**src/rtl/fb_avl_arbiter.sv**
```systemverilog
// fb_avl_arbiter
//   Shares one Avalon-MM DDR2 framebuffer port between a write requester
//   (camera FIFO -> framebuffer) and a read requester (framebuffer -> ADV
//   output FIFO). Whole bursts are granted. The granted burst's address and
//   size are latched and driven to the memory controller, and beats are
//   counted until the burst completes.
//
// Ports
//   clk, reset          clock; synchronous active-low reset
//   wr_req, wr_addr     write requester: >= WR_BURST words ready, start address
//   rd_req, rd_addr     read requester: room for >= RD_BURST words, start address
//   avl_ready           controller accepts current command / write beat
//   avl_rdata_valid     one read beat returned
//   avl_write_req       write beat valid
//   avl_read_req        read command valid
//   avl_burstbegin      first cycle of a command
//   avl_addr, avl_size  latched burst address and length
//   wr_pop              pop camera FIFO (avl_write_req & avl_ready)
//   wr_grant, rd_grant  burst ownership
//   wr_done, rd_done    burst completion pulses
//   rd_timeout          sticky read-abort flag, cleared only by reset
//
// Build option
//   FB_ARB_RD_PRIORITY_EN: when defined, read always wins a simultaneous
//   request. When undefined, simultaneous requests alternate round-robin.

module fb_avl_arbiter #(
  parameter int ADDR_W     = 25,
  parameter int BURST_W    = 5,
  parameter int WR_BURST   = 16,
  parameter int RD_BURST   = 16,
  parameter int RD_TIMEOUT = 255
) (
  input  logic               clk,
  input  logic               reset,
  input  logic               wr_req,
  input  logic [ADDR_W-1:0]  wr_addr,
  input  logic               rd_req,
  input  logic [ADDR_W-1:0]  rd_addr,
  input  logic               avl_ready,
  input  logic               avl_rdata_valid,
  output logic               avl_write_req,
  output logic               avl_read_req,
  output logic               avl_burstbegin,
  output logic [ADDR_W-1:0]  avl_addr,
  output logic [BURST_W-1:0] avl_size,
  output logic               wr_pop,
  output logic               wr_grant,
  output logic               rd_grant,
  output logic               wr_done,
  output logic               rd_done,
  output logic               rd_timeout
);

  typedef enum logic [1:0] {
    S_IDLE     = 2'd0,
    S_WR_BURST = 2'd1,
    S_RD_CMD   = 2'd2,
    S_RD_WAIT  = 2'd3
  } state_t;

  localparam logic GNT_RD = 1'b0;
  localparam logic GNT_WR = 1'b1;

  localparam logic [BURST_W-1:0] WR_SIZE  = BURST_W'(WR_BURST);
  localparam logic [BURST_W-1:0] RD_SIZE  = BURST_W'(RD_BURST);
  localparam logic [BURST_W-1:0] WR_LAST  = BURST_W'(WR_BURST - 1);
  localparam logic [BURST_W-1:0] RD_LAST  = BURST_W'(RD_BURST - 1);
  localparam logic [BURST_W-1:0] BEAT_ONE = BURST_W'(1);
  // The idle count reaching RD_TIMEOUT-1 with no beat this cycle means this
  // is the RD_TIMEOUT-th consecutive empty wait cycle.
  localparam logic [7:0]         IDLE_LAST = 8'(RD_TIMEOUT - 1);

  state_t              state_reg, state_next;
  logic                last_gnt_reg, last_gnt_next;
  logic [ADDR_W-1:0]   addr_reg, addr_next;
  logic [BURST_W-1:0]  size_reg, size_next;
  logic [BURST_W-1:0]  beat_reg, beat_next;
  logic [7:0]          idle_reg, idle_next;
  logic                timeout_reg, timeout_next;
  logic                wr_done_reg, wr_done_next;
  logic                grant_wr, grant_rd;
  logic                rd_last;

  // Arbitration between simultaneous requests
  always_comb begin
`ifdef FB_ARB_RD_PRIORITY_EN
    grant_wr = wr_req & ~rd_req;
`else
    grant_wr = wr_req & (~rd_req | (last_gnt_reg == GNT_RD));
`endif
    grant_rd = rd_req & ~grant_wr;
  end

  assign rd_last = (state_reg == S_RD_WAIT) & avl_rdata_valid & (beat_reg == RD_LAST);

  // State register
  always_ff @(posedge clk) begin
    if (!reset) begin
      state_reg    <= S_IDLE;
      last_gnt_reg <= GNT_RD;
      addr_reg     <= '0;
      size_reg     <= '0;
      beat_reg     <= '0;
      idle_reg     <= '0;
      timeout_reg  <= 1'b0;
      wr_done_reg  <= 1'b0;
    end else begin
      state_reg    <= state_next;
      last_gnt_reg <= last_gnt_next;
      addr_reg     <= addr_next;
      size_reg     <= size_next;
      beat_reg     <= beat_next;
      idle_reg     <= idle_next;
      timeout_reg  <= timeout_next;
      wr_done_reg  <= wr_done_next;
    end
  end

  // Next-state logic
  always_comb begin
    state_next    = state_reg;
    last_gnt_next = last_gnt_reg;
    addr_next     = addr_reg;
    size_next     = size_reg;
    beat_next     = beat_reg;
    idle_next     = idle_reg;
    timeout_next  = timeout_reg;
    wr_done_next  = 1'b0;
    case (state_reg)
      S_IDLE: begin
        beat_next = '0;
        idle_next = '0;
        if (grant_wr) begin
          state_next = S_WR_BURST;
          addr_next  = wr_addr;
          size_next  = WR_SIZE;
        end else if (grant_rd) begin
          state_next = S_RD_CMD;
          addr_next  = rd_addr;
          size_next  = RD_SIZE;
        end
      end
      S_WR_BURST: begin
        if (avl_ready) begin
          if (beat_reg == WR_LAST) begin
            state_next    = S_IDLE;
            last_gnt_next = GNT_WR;
            wr_done_next  = 1'b1;
            beat_next     = '0;
          end else begin
            beat_next = beat_reg + BEAT_ONE;
          end
        end
      end
      S_RD_CMD: begin
        if (avl_ready) begin
          state_next = S_RD_WAIT;
        end
      end
      S_RD_WAIT: begin
        if (avl_rdata_valid) begin
          idle_next = '0;
          if (rd_last) begin
            state_next    = S_IDLE;
            last_gnt_next = GNT_RD;
            beat_next     = '0;
          end else begin
            beat_next = beat_reg + BEAT_ONE;
          end
        end else if (idle_reg == IDLE_LAST) begin
          // Abort: controller stopped returning data
          state_next    = S_IDLE;
          last_gnt_next = GNT_RD;
          timeout_next  = 1'b1;
          beat_next     = '0;
          idle_next     = '0;
        end else if (idle_reg != 8'hFF) begin
          idle_next = idle_reg + 8'd1;
        end
      end
      default: state_next = S_IDLE;
    endcase
  end

  // Outputs
  always_comb begin
    avl_write_req  = (state_reg == S_WR_BURST);
    avl_read_req   = (state_reg == S_RD_CMD);
    avl_burstbegin = ((state_reg == S_WR_BURST) && (beat_reg == '0)) ||
                     (state_reg == S_RD_CMD);
    avl_addr       = addr_reg;
    avl_size       = size_reg;
    wr_pop         = (state_reg == S_WR_BURST) & avl_ready;
    wr_grant       = (state_reg == S_WR_BURST);
    rd_grant       = (state_reg == S_RD_CMD) || (state_reg == S_RD_WAIT);
    wr_done        = wr_done_reg;
    rd_done        = rd_last;
    rd_timeout     = timeout_reg;
  end

endmodule
```
**config.mk**
```make
export PLATFORM = sky130hd
export DESIGN_NAME = fb_avl_arbiter
export DESIGN_NICKNAME = d
export VERILOG_FILES = /design/src/rtl/fb_avl_arbiter.sv
export SDC_FILE = /design/constraint.sdc
export NUM_CORES = 1
export LEC_CHECK = 0
export ABC_AREA = 0
export CAP_MARGIN = 0
export CORE_MARGIN = 3
export CORE_UTILIZATION = 43
export DETAILED_ROUTE_END_ITERATION = 10
export HOLD_SLACK_MARGIN = 0.05
export PLACE_DENSITY = 0.81
export SLEW_MARGIN = 5
export SYNTH_ARGS = -nofsm -noshare
export SYNTH_HDL_FRONTEND = slang
export SYNTH_SLANG_ARGS = --single-unit
```
**constraint.sdc**
```tcl
create_clock -name clk -period 2.2 [get_ports clk]
set_input_delay 0.66 -clock clk [delete_from_list [all_inputs] [get_ports clk]]
set_output_delay 0.66 -clock clk [all_outputs]
set_load 0.1 [all_outputs]
```
# After elaboration in Yosys (flattened, before gate mapping)
# Index checks and enable logic that the tools add are counted.
[totals] register_bits=48 in_bits=56 out_inout_bits=39 elab_cells=79
[op_classes] addsub=2 eq_ne=13 n_mux=30 bitwise=10 n_reduce_logical=16
[ops] op="two-way mux 25 bit" count=2
[ops] op="two-way mux 5 bit" count=7
[ops] op="two-way mux 8 bit" count=3
[ops] op="two-way mux 2 bit" count=8
[ops] op="one-hot mux 8 bit (2 select lines)" count=1
[ops] op="one-hot mux 5 bit (3 select lines)" count=1
[ops] op="inequality test 3 bit, second input constant" count=3
[ops] op="AND reduction 3 bit" count=3
[ops] op="adder 8 x 1 -> 8 bit, second input constant" count=1
[ops] op="equality test 8 bit, second input constant" count=1
[ops] op="inequality test 8 bit, second input constant" count=1
[ops] op="one-hot mux 2 bit (4 select lines)" count=1
[ops] op="two-way mux 1 bit" count=6
[ops] op="AND reduction 6 bit" count=1
[ops] op="nonzero test 2 bit" count=3
[ops] op="adder 5 x 1 -> 5 bit, second input constant" count=1
[ops] op="bitwise AND 1 bit" count=5
[ops] op="equality test 5 x 4 -> 1 bit, second input constant" count=1
[ops] op="logical NOT 5 bit" count=1
[ops] op="AND reduction 5 bit" count=1
[ops] op="equality test 2 bit, second input constant" count=2
[ops] op="inequality test 2 bit, second input constant" count=2
[ops] op="inequality test 4 bit, second input constant" count=1
[ops] op="inverter 1 bit" count=4
[ops] op="other kinds (9)" count=11

# Depth between registers and ports, before layout
# Gate-level depths: netlist of the first run.
[depth] ltp_word=8 ltp_mapped=7 mapped_depth_nobuf=6

# Worst setup path before layout of the first run
# OpenSTA, ideal clock, no wires.
[synth_timing] path_kind="register to output" from="register state_reg[1]" to="output port wr_pop" arrival_time_ns=2.179 required_time_ns=1.540 slack_ns=-0.639 stages_incl_launch_ff=4 n_path_buf=0 path_cell_list="dfxtp_1 -> inv_1 -> ha_1 -> and2_1"
[synth_via] elab_chain_len=2
[synth_rtl] item="from (decl)" line_no="74" rtl="state_t state_reg, state_next;"
[synth_rtl] item="from (signal assigned)" line_no="109" rtl="state_reg <= state_next;"
[synth_rtl] item="equality test 2 x 1 -> 1 bit"
[synth_rtl] item="net avl_write_req" line_no="42" rtl="output logic avl_write_req,"
[synth_rtl] item="bitwise AND 1 bit" line_no="194" rtl="wr_pop = (state_reg == S_WR_BURST) & avl_ready;"
[synth_rtl] item="to (decl)" line_no="47" rtl="output logic wr_pop,"
# The timed path passes the listed nets, and every way through them passes these cells.

# Worst setup path in the final report of the first run
[layout_timing] from="input port avl_ready" to="output port wr_pop"
[layout_via] elab_chain_len=1
[layout_rtl] item="from (decl)" line_no="40" rtl="input logic avl_ready,"
[layout_rtl] item="bitwise AND 1 bit" line_no="194"
# No other way between the ends.

==> results.cfg, run 1 <==
[synthesis]
asyncSetResetFlopFracSynth_pct = 0
ys_warn_count = 0
synth-edff-count = 0
yosys.cell_types.count = 55
synthesis.instances = 253
synthesis.area_um2 = 2271
yosysSeqAreaShare_pct = 38.79
ys_seq_elements = 44
postSynth.topFlopCell = dfxtp_1
synthesis.area_per_instance_um2 = 8.976

[cts]
clk_transition_reported_paths_ns = 0.08
cts_tree = done
cts_max_level = 2
cts_made_buffers = 5
cts.root.buffer_cell = clkbuf_8
cts.sink_count = 44
cts_buffer_depth = 2
later_pin_clock_latency_in_the_skew_report_ns = 0.29

[setup_path]
setup.worst_path.start_class = input port
critPathCaptureType = output port
worstSetupPathType = input port to output port
worst-endpoint-arrival_ns = 1.52
rr_startpoint = state_reg[0]$_SDFFE_PN0P_
critPathRequiredTime_ns = 1.54
crit_fanout = 3
timing.critical_path.from = avl_ready

[die]
core_um2 = 4911
num_rows = 25
die_h_um = 78.67
design.die.area_um2 = 6189
start_util_pct = 46.24
floorplan_die_width_um = 78.67
design.portCount = 95

[power]
p_sw_share_pct = 54.32
p_switching_mw = 2.447
power_density_over_cell_area_nw_per_um2 = 1304
internal_power_mw = 2.058
power.leakage_nw = 1.443
worst_ir_drop_vdd_mv = 0.6986
share_clk_of_total_power_pct = 10.5
power.share.combinational_pct = 64.8
power.sequential.fraction_pct = 24.7
report.power.total_mw = 4.505

[sta]
setup_viol = 0
drv_slew = 0
grt_setup_unrepaired = yes
final_min_period_over_clock_period_pct = 98.99
fin_worst_hold_slack_ns = 0.4655
fmax_mhz = 459.2
finalHoldViolCount = 0
timing.setup.tns_ns = 0
finalWorstPathRequiredPeriod_ns = 2.178
fin_skew_ns = 0.003423
finalWorstSetupSlack_ns = 0.02228

[layout]
final_net_count = 415
layout.cells.non_filler = 417
antenna_cells_inserted = 0
area_growth_pct = 52.18
layout-drive-gt1-share_pct = 22.86
number_of_flip_flops_in_the_largest_register = 25
fill_cells = 393

[detailed_routing]
first_iter_violations = 101
route.detailed.vias_per_inst = 5.216
ant_nets = 0
wl_per_cell_um = 13.71
finalWirelength_um = 5719
drt_drc_violations_left = 0
detailedRoute.firstPassIterationCount = 4
vias = 2175

[hold_path]
timing.hold.worst.start = beat_reg[4]$_SDFFE_PN0P_
hold_class = flip-flop to flip-flop

[grt]
globalRouteOverflowTotal = 0
grt_first_pass_wirelength_um = 9239
pin_count_of_the_biggest_net_entering_global_routing = 32
via_count_of_the_first_global_routing_pass = 2054
grt_antenna_before_repair = 0
grtUsageTotal_pct = 18.43

[placement]
port-buffer-count = 90
hpwl_um = 4475
dp_cells = 409
pre_cts_slack_ns = -0.01092
place.gp.congestion = 0.8582

[outcome]
outcome = finished, final reports clean

[flow_run]
maxCapViolCount = 0
[placed cells by master, fill, tap and decap left out, drive strengths merged, types with 3 or more instances in the layout]
cell type / n
inv: 6
clkdlybuf4s50: 54
mux2i: 25
clkbuf: 6
ha: 9
o21ai: 3
and3: 3
a31oi: 4
or2: 3
nor3: 5
nand2: 8
xnor2: 3
dfxtp: 44
conb: 4
nor2b: 3
nor2: 40
buf: 54
a21oi: 7
nand3: 4
a211oi: 28
[cell families after synthesis]
family,count (synthesis),share of synthesized area [%]
AND/OR/NAND/NOR,82,17.85
multiplexers,26,11.52
AO/OA/AOI/OAI,58,18.84
XOR/XNOR,4,1.543
adder cells (fa/ha/maj),9,4.959
buffers and inverters,29,6.335
flip-flops,44,38.79
other,1,0.1651
[per-layer routing]
metal | share of wire (%) | GRT usage (%)
met2 | 51 | 32.94
met1 | 42 | 21.78
met4 | 1.3 | 5.769
met3 | 5.8 | 4.014
met5 | 0 | 0
[worst max-delay path, stage by stage]
cell and delay, ns:
clkdlybuf4s50_1 0.50, and2_4 0.18, buf_12 0.17
[final timing paths]
path,endpoint,slack [ns],cells after the start
setup / recovery,wr_pop,0.02,3
hold / removal,beat_reg[4]$_SDFFE_PN0P_,0.47,1
setup reg to reg,idle_reg[7]$_SDFFE_PN0P_,0.30,6
hold reg to reg,beat_reg[4]$_SDFFE_PN0P_,0.47,1
[synthesized netlist by cell type (2+ instances only)]
cell | number | share of area [%]
a31oi_1 | 4 | 1.1
nand2b_1 | 2 | 0.55
nand4_1 | 2 | 0.55
mux2i_1 | 25 | 11
o31ai_1 | 2 | 0.66
a41oi_1 | 2 | 0.77
or2_2 | 2 | 0.55
buf_2 | 3 | 0.66
clkbuf_1 | 10 | 1.7
buf_4 | 6 | 2.0
o32ai_1 | 2 | 0.77
nor2b_1 | 3 | 0.83
xnor2_1 | 3 | 1.2
nor2_1 | 40 | 6.6
o21ai_0 | 2 | 0.44
nor3_1 | 5 | 1.1
and3_1 | 3 | 0.83
nand2_1 | 8 | 1.3
nor3b_1 | 2 | 0.66
inv_1 | 6 | 0.99
dfxtp_1 | 44 | 39
nand3_1 | 4 | 0.88
a211oi_1 | 28 | 9.3
a21oi_1 | 6 | 1.3
ha_1 | 9 | 5.0
[repair_timing]
item                                    4_1_cts  5_1_grt
hold buffers                                  0        0
resized for setup                             6        6
endpoints found under the setup margin        3        4
buffers inserted                              1        0
[final cells by class]
cell class	instances	area [um^2]	area share [%]
multi-input cells	183	1313	37.98
repair buffers	109	1067	30.88
flip-flops and latches	44	888.4	25.71
well taps	67	83.83	2.426
clock buffers	6	72.57	2.100
inverters	7	26.28	0.7603
clock inverters	1	5.005	0.1448
[through the flow]
stage	util (%)	instance area, um^2
final	70.37	3456
after global routing	70.37	3456
after floorplan	-	2290
after CTS	69.99	3437
after global placement	67.92	3336
after detailed placement	67.92	3336
[power groups by stage]
stage	combinational (mW)	clock [mW]	sequential, mW
after detailed placement	2.91	0	1.12
final	2.92	0.471	1.11
after floorplan	0.986	0	2.27
after global routing	3.07	0.507	1.15
after CTS	2.92	0.489	1.11
after global placement	2.89	0	1.11
No activity file was read; power rests on OpenSTA's default activity.
==> inputs of run 2 (changes only) <==
--- a/config.mk
+++ b/config.mk
@@ -12,6 +12,7 @@
 export DETAILED_ROUTE_END_ITERATION = 10
 export HOLD_SLACK_MARGIN = 0.05
 export PLACE_DENSITY = 0.81
+export SKIP_CTS_REPAIR_TIMING = 1
 export SLEW_MARGIN = 5
 export SYNTH_ARGS = -nofsm -noshare
 export SYNTH_HDL_FRONTEND = slang
==> results.cfg, run 2 (synthesized netlist as in run 1, its figures left out) <==
[outcome]
outcome = finished, final reports clean

[placement]
hpwl_um = 4475
pre_cts_slack_ns = -0.01092
dp_cells = 409
place.gp.congestion = 0.8582
port-buffer-count = 90
dpl_cell_area_um2 = 3336

[layout]
fill_cells = 392
layout-drive-gt1-share_pct = 22.86
antenna_cells_inserted = 0
final_net_count = 415
layout.cells.non_filler = 417
fin_area_um2 = 3472
area_growth_pct = 52.89
post-route-util_pct = 70.70
layout_commonest_cell = clkdlybuf4s50_1
layout.cells.most_common_list = clkdlybuf4s50_1 (54), buf_4 (45), nor2_1 (40), dfxtp_1 (40), a211oi_1 (28)
number_of_flip_flops_in_the_largest_register = 25

[die]
design.die.area_um2 = 6189
start_util_pct = 46.24
floorplan_die_width_um = 78.67
num_rows = 25
core_um2 = 4911
design.portCount = 95
die_h_um = 78.67

[cts]
cts.sink_count = 44
cts.root.buffer_cell = clkbuf_8
cts_max_level = 2
cts_tree = done
clk_transition_reported_paths_ns = 0.07
cts_buffer_depth = 2
later_pin_clock_latency_in_the_skew_report_ns = 0.29
cts_made_buffers = 5

[sta]
drv_slew = 0
finalHoldViolCount = 0
final_min_period_over_clock_period_pct = 99.04
fin_skew_ns = 0.004057
finalWorstSetupSlack_ns = 0.02123
grt_setup_unrepaired = no
finalWorstPathRequiredPeriod_ns = 2.179
fmax_mhz = 459.0
setup_viol = 0

[detailed_routing]
detailedRoute.firstPassIterationCount = 4
first_iter_violations = 108
finalWirelength_um = 5720
vias = 2196
drt_drc_violations_left = 0
route.detailed.vias_per_inst = 5.266
ant_nets = 0
wl_per_cell_um = 13.72

[grt]
globalRouteOverflowTotal = 0
via_count_of_the_first_global_routing_pass = 2053
grtUsageTotal_pct = 18.36
pin_count_of_the_biggest_net_entering_global_routing = 32
grt_antenna_before_repair = 0
grt_first_pass_wirelength_um = 9211

[power]
power_density_over_cell_area_nw_per_um2 = 1299
worst_ir_drop_vdd_mv = 0.6986
power.leakage_nw = 1.451

[setup_path]
timing.critical_path.slowest_stage_cell = clkdlybuf4s50_1
crit_chain = clkdlybuf4s50_1 -> and2_4 -> buf_12
crit_fanout = 3
critPathRequiredTime_ns = 1.54
setup.worst_path.start_class = input port
critical-path-max-stage-delay_ns = 0.50
worstSetupPathType = input port to output port
critPathCaptureType = output port
worst-endpoint-arrival_ns = 1.52

[hold_path]
hold_class = flip-flop to flip-flop

[flow_run]
maxCapViolCount = 0
==> run 2: layout make-up <==
cell class                      instances  area [um^2]  share of cell area [%]
Multi-Input combinational cell        183         1323                   38.09
Sequential cell                        44        890.9                   25.66
Clock inverter                          1        5.005                  0.1441
Timing Repair Buffer                  109         1071                   30.85
Tap cell                               67        83.83                   2.414
Clock buffer                            6        72.57                   2.090
Inverter                                7        26.28                  0.7568
==> run 2: stage by stage <==
step | power [mW] | hold slack [ns] | TNS [ns]
final | 4.509 | 0.4717 | 0
after global routing | 4.727 | 0.4893 | 0
after CTS | 4.505 | 0.4629 | -0.1558
after detailed placement | 4.027 | 0.4545 | -0.01543
after global placement | 3.996 | 0.4466 | -0.009309
after floorplan | 3.253 | 0.4363 | -0.06909
==> run 2: final timing paths <==
| kind | from | slack [ns] | cells after the start | to |
|---|---|---|---|---|
| worst min-delay path | beat_reg[4]$_SDFFE_PN0P_ | 0.47 | 1 | beat_reg[4]$_SDFFE_PN0P_ |
| worst max register to register | state_reg[0]$_SDFFE_PN0P_ | 0.30 | 6 | idle_reg[7]$_SDFFE_PN0P_ |
| worst max-delay path | avl_ready | 0.02 | 3 | wr_pop |
| worst min register to register | beat_reg[4]$_SDFFE_PN0P_ | 0.47 | 1 | beat_reg[4]$_SDFFE_PN0P_ |
==> run 2: layer usage <==
layer / part of all wire, % / routed length, um / global-route usage [%] / up-vias
met1: 41 / 2368 / 21.49 / 1011
met5: 0 / 0 / 0 / -
met3: 6.1 / 347 / 4.014 / 9
li1: - / - / - / 1102
met2: 51 / 2928 / 33.02 / 74
met4: 1.3 / 76 / 5.769 / 0
==> run 2: power breakdown <==
part	total [mW]	leakage (nW)	internal [mW]	switching, mW
combinational	2.92	1.05	0.850	2.07
sequential	1.12	0.364	0.995	0.126
clock	0.469	0.0410	0.216	0.253
total	4.51	1.45	2.06	2.45
==> run 2: critical path: cells and delay by family <==
kind                   cells  cell delay, ns
buffers and inverters      2            0.67
and+or+nand+nor            1            0.18
==> inputs of run 3 (changes only) <==
--- a/config.mk
+++ b/config.mk
@@ -8,10 +8,10 @@
 export ABC_AREA = 0
 export CAP_MARGIN = 0
 export CORE_MARGIN = 3
-export CORE_UTILIZATION = 43
+export CORE_UTILIZATION = 46
 export DETAILED_ROUTE_END_ITERATION = 10
 export HOLD_SLACK_MARGIN = 0.05
-export PLACE_DENSITY = 0.81
+export PLACE_DENSITY = 0.85
 export SKIP_CTS_REPAIR_TIMING = 1
 export SLEW_MARGIN = 5
 export SYNTH_ARGS = -nofsm -noshare
==> constraint.sdc (replaced) <==
create_clock -name clk -period 2.69 [get_ports clk]
set_input_delay 0.807 -clock clk [delete_from_list [all_inputs] [get_ports clk]]
set_output_delay 0.807 -clock clk [all_outputs]
set_load 0.1 [all_outputs]
==> results.cfg, run 3 (synthesized netlist as in run 1, its figures left out) <==
[sta]
drv_slew = 0
worst_slew_pin_slew_ns = 0.5000
finalWorstPathRequiredPeriod_ns = 2.582
fmax_mhz = 387.3
setup_viol = 0
max-slew-margin-rel_pct = 66.66
grt_setup_unrepaired = no
fin_skew_ns = 0.007544
finalHoldViolCount = 0
timing.setup.tns_ns = 0
final_min_period_over_clock_period_pct = 95.98

[cts]
clk_transition_reported_paths_ns = 0.09
cts.sink_count = 44
cts_max_level = 2
cts.root.buffer_cell = clkbuf_8
later_pin_clock_latency_in_the_skew_report_ns = 0.30
cts_made_buffers = 5
cts_tree = done
cts_buffer_depth = 2

[grt]
globalRouteOverflowTotal = 0
pin_count_of_the_biggest_net_entering_global_routing = 52
grt_antenna_before_repair = 0
grt_first_pass_wirelength_um = 8997
grtUsageTotal_pct = 18.93
via_count_of_the_first_global_routing_pass = 1922

[die]
num_rows = 24
design.portCount = 95
core_um2 = 4564
start_util_pct = 49.75
design.die.area_um2 = 5816
floorplan_die_width_um = 76.26
die_h_um = 76.26

[setup_path]
worst-endpoint-arrival_ns = 1.77
crit_fanout = 5
timing.critical_path.from = avl_rdata_valid
critPathCaptureType = output port
worstSetupPathType = input port to output port
critical_path.endpoint = rd_done
critPathRequiredTime_ns = 1.88
r2r.worst_path.cells = 6
setup.worst_path.start_class = input port
critical_path.reg2reg.endpoint = idle_reg[7]$_SDFFE_PN0P_
rr_startpoint = state_reg[0]$_SDFFE_PN0P_
ff2ff_setup_slack_ns = 0.65

[layout]
area_growth_pct = 44.74
fin_area_um2 = 3287
antenna_cells_inserted = 0
fill_cells = 378
layout_commonest_cell = clkdlybuf4s50_1
final_net_count = 403
number_of_flip_flops_in_the_largest_register = 25
layout-drive-gt1-share_pct = 18.58
layout.cells.most_common_list = clkdlybuf4s50_1 (55), dfxtp_1 (44), nor2_1 (40)

[detailed_routing]
ant_nets = 0
first_iter_violations = 89
wl_per_cell_um = 14.28
drt_drc_violations_left = 0
finalWirelength_um = 5770
vias = 2110
detailedRoute.firstPassIterationCount = 6
route.detailed.vias_per_inst = 5.223

[flow_run]
maxCapViolCount = 0

[hold_path]
hold_class = flip-flop to flip-flop
timing.hold.worst.start = beat_reg[4]$_SDFFE_PN0P_

[placement]
place.gp.congestion = 0.8667
port-buffer-count = 90
hpwl_um = 4366
dpl_cell_area_um2 = 3199

[power]
worst_ir_drop_vdd_mv = 0.5395
power.leakage_nw = 1.376
power_density_over_cell_area_nw_per_um2 = 1090

[outcome]
outcome = finished, final reports clean
-- run 3: power breakdown --
group | internal (mW) | switching, mW
Sequential | 0.806 | 0.0917
Clock | 0.181 | 0.236
Combinational | 0.588 | 1.68
Total | 1.58 | 2.01
-- run 3: area by class of cell --
type,instances,area [um^2],area share (%)
tap,65,81.33,2.474
multi-input combinational,183,1282,39.02
sequential,44,880.8,26.80
clock buffer,5,68.82,2.094
inverter,7,26.28,0.7994
timing repair buffer,97,928.4,28.25
clock inverter,3,18.77,0.5710
-- run 3: layer usage --
metal | GRT usage [%] | part of all wire (%) | vias up | routed length [um]
li1 | - | - | 1082 | -
met1 | 21.27 | 41 | 953 | 2377
met2 | 33.83 | 52 | 71 | 3008
met3 | 5.556 | 5.8 | 4 | 336
met4 | 6.703 | 0.83 | 0 | 48
met5 | 0 | 0 | - | 0
-- run 3: worst min path at each step --
stage / end / slack (ns) / cells after the start
2_1_floorplan: beat_reg[4]$_SDFFE_PN0P_ / 0.44 / 1
6_report: beat_reg[4]$_SDFFE_PN0P_ / 0.46 / 1
3_5_place_dp: beat_reg[4]$_SDFFE_PN0P_ / 0.45 / 1
4_1_cts: beat_reg[4]$_SDFFE_PN0P_ / 0.47 / 1
5_1_grt: beat_reg[4]$_SDFFE_PN0P_ / 0.48 / 1
3_3_place_gp: beat_reg[4]$_SDFFE_PN0P_ / 0.46 / 1
-- run 3: per-stage QoR --
stage	std cells	hold WS (ns)	total power, mW	util (%)	setup WS (ns)
after detailed placement	396	0.4538	3.184	70.09	0.1146
after global placement	396	0.4588	3.159	70.09	0.1509
after CTS	404	0.4658	3.606	72.01	0.1108
after floorplan	256	0.4363	2.660	-	0.2863
after global routing	404	0.4770	3.744	72.01	0.06849
final	404	0.4648	3.582	72.01	0.1081
-- run 3: critical path, cell delays in order --
cell and delay [ns]:
clkdlybuf4s50_1 0.56, and3_1 0.23, buf_12 0.18
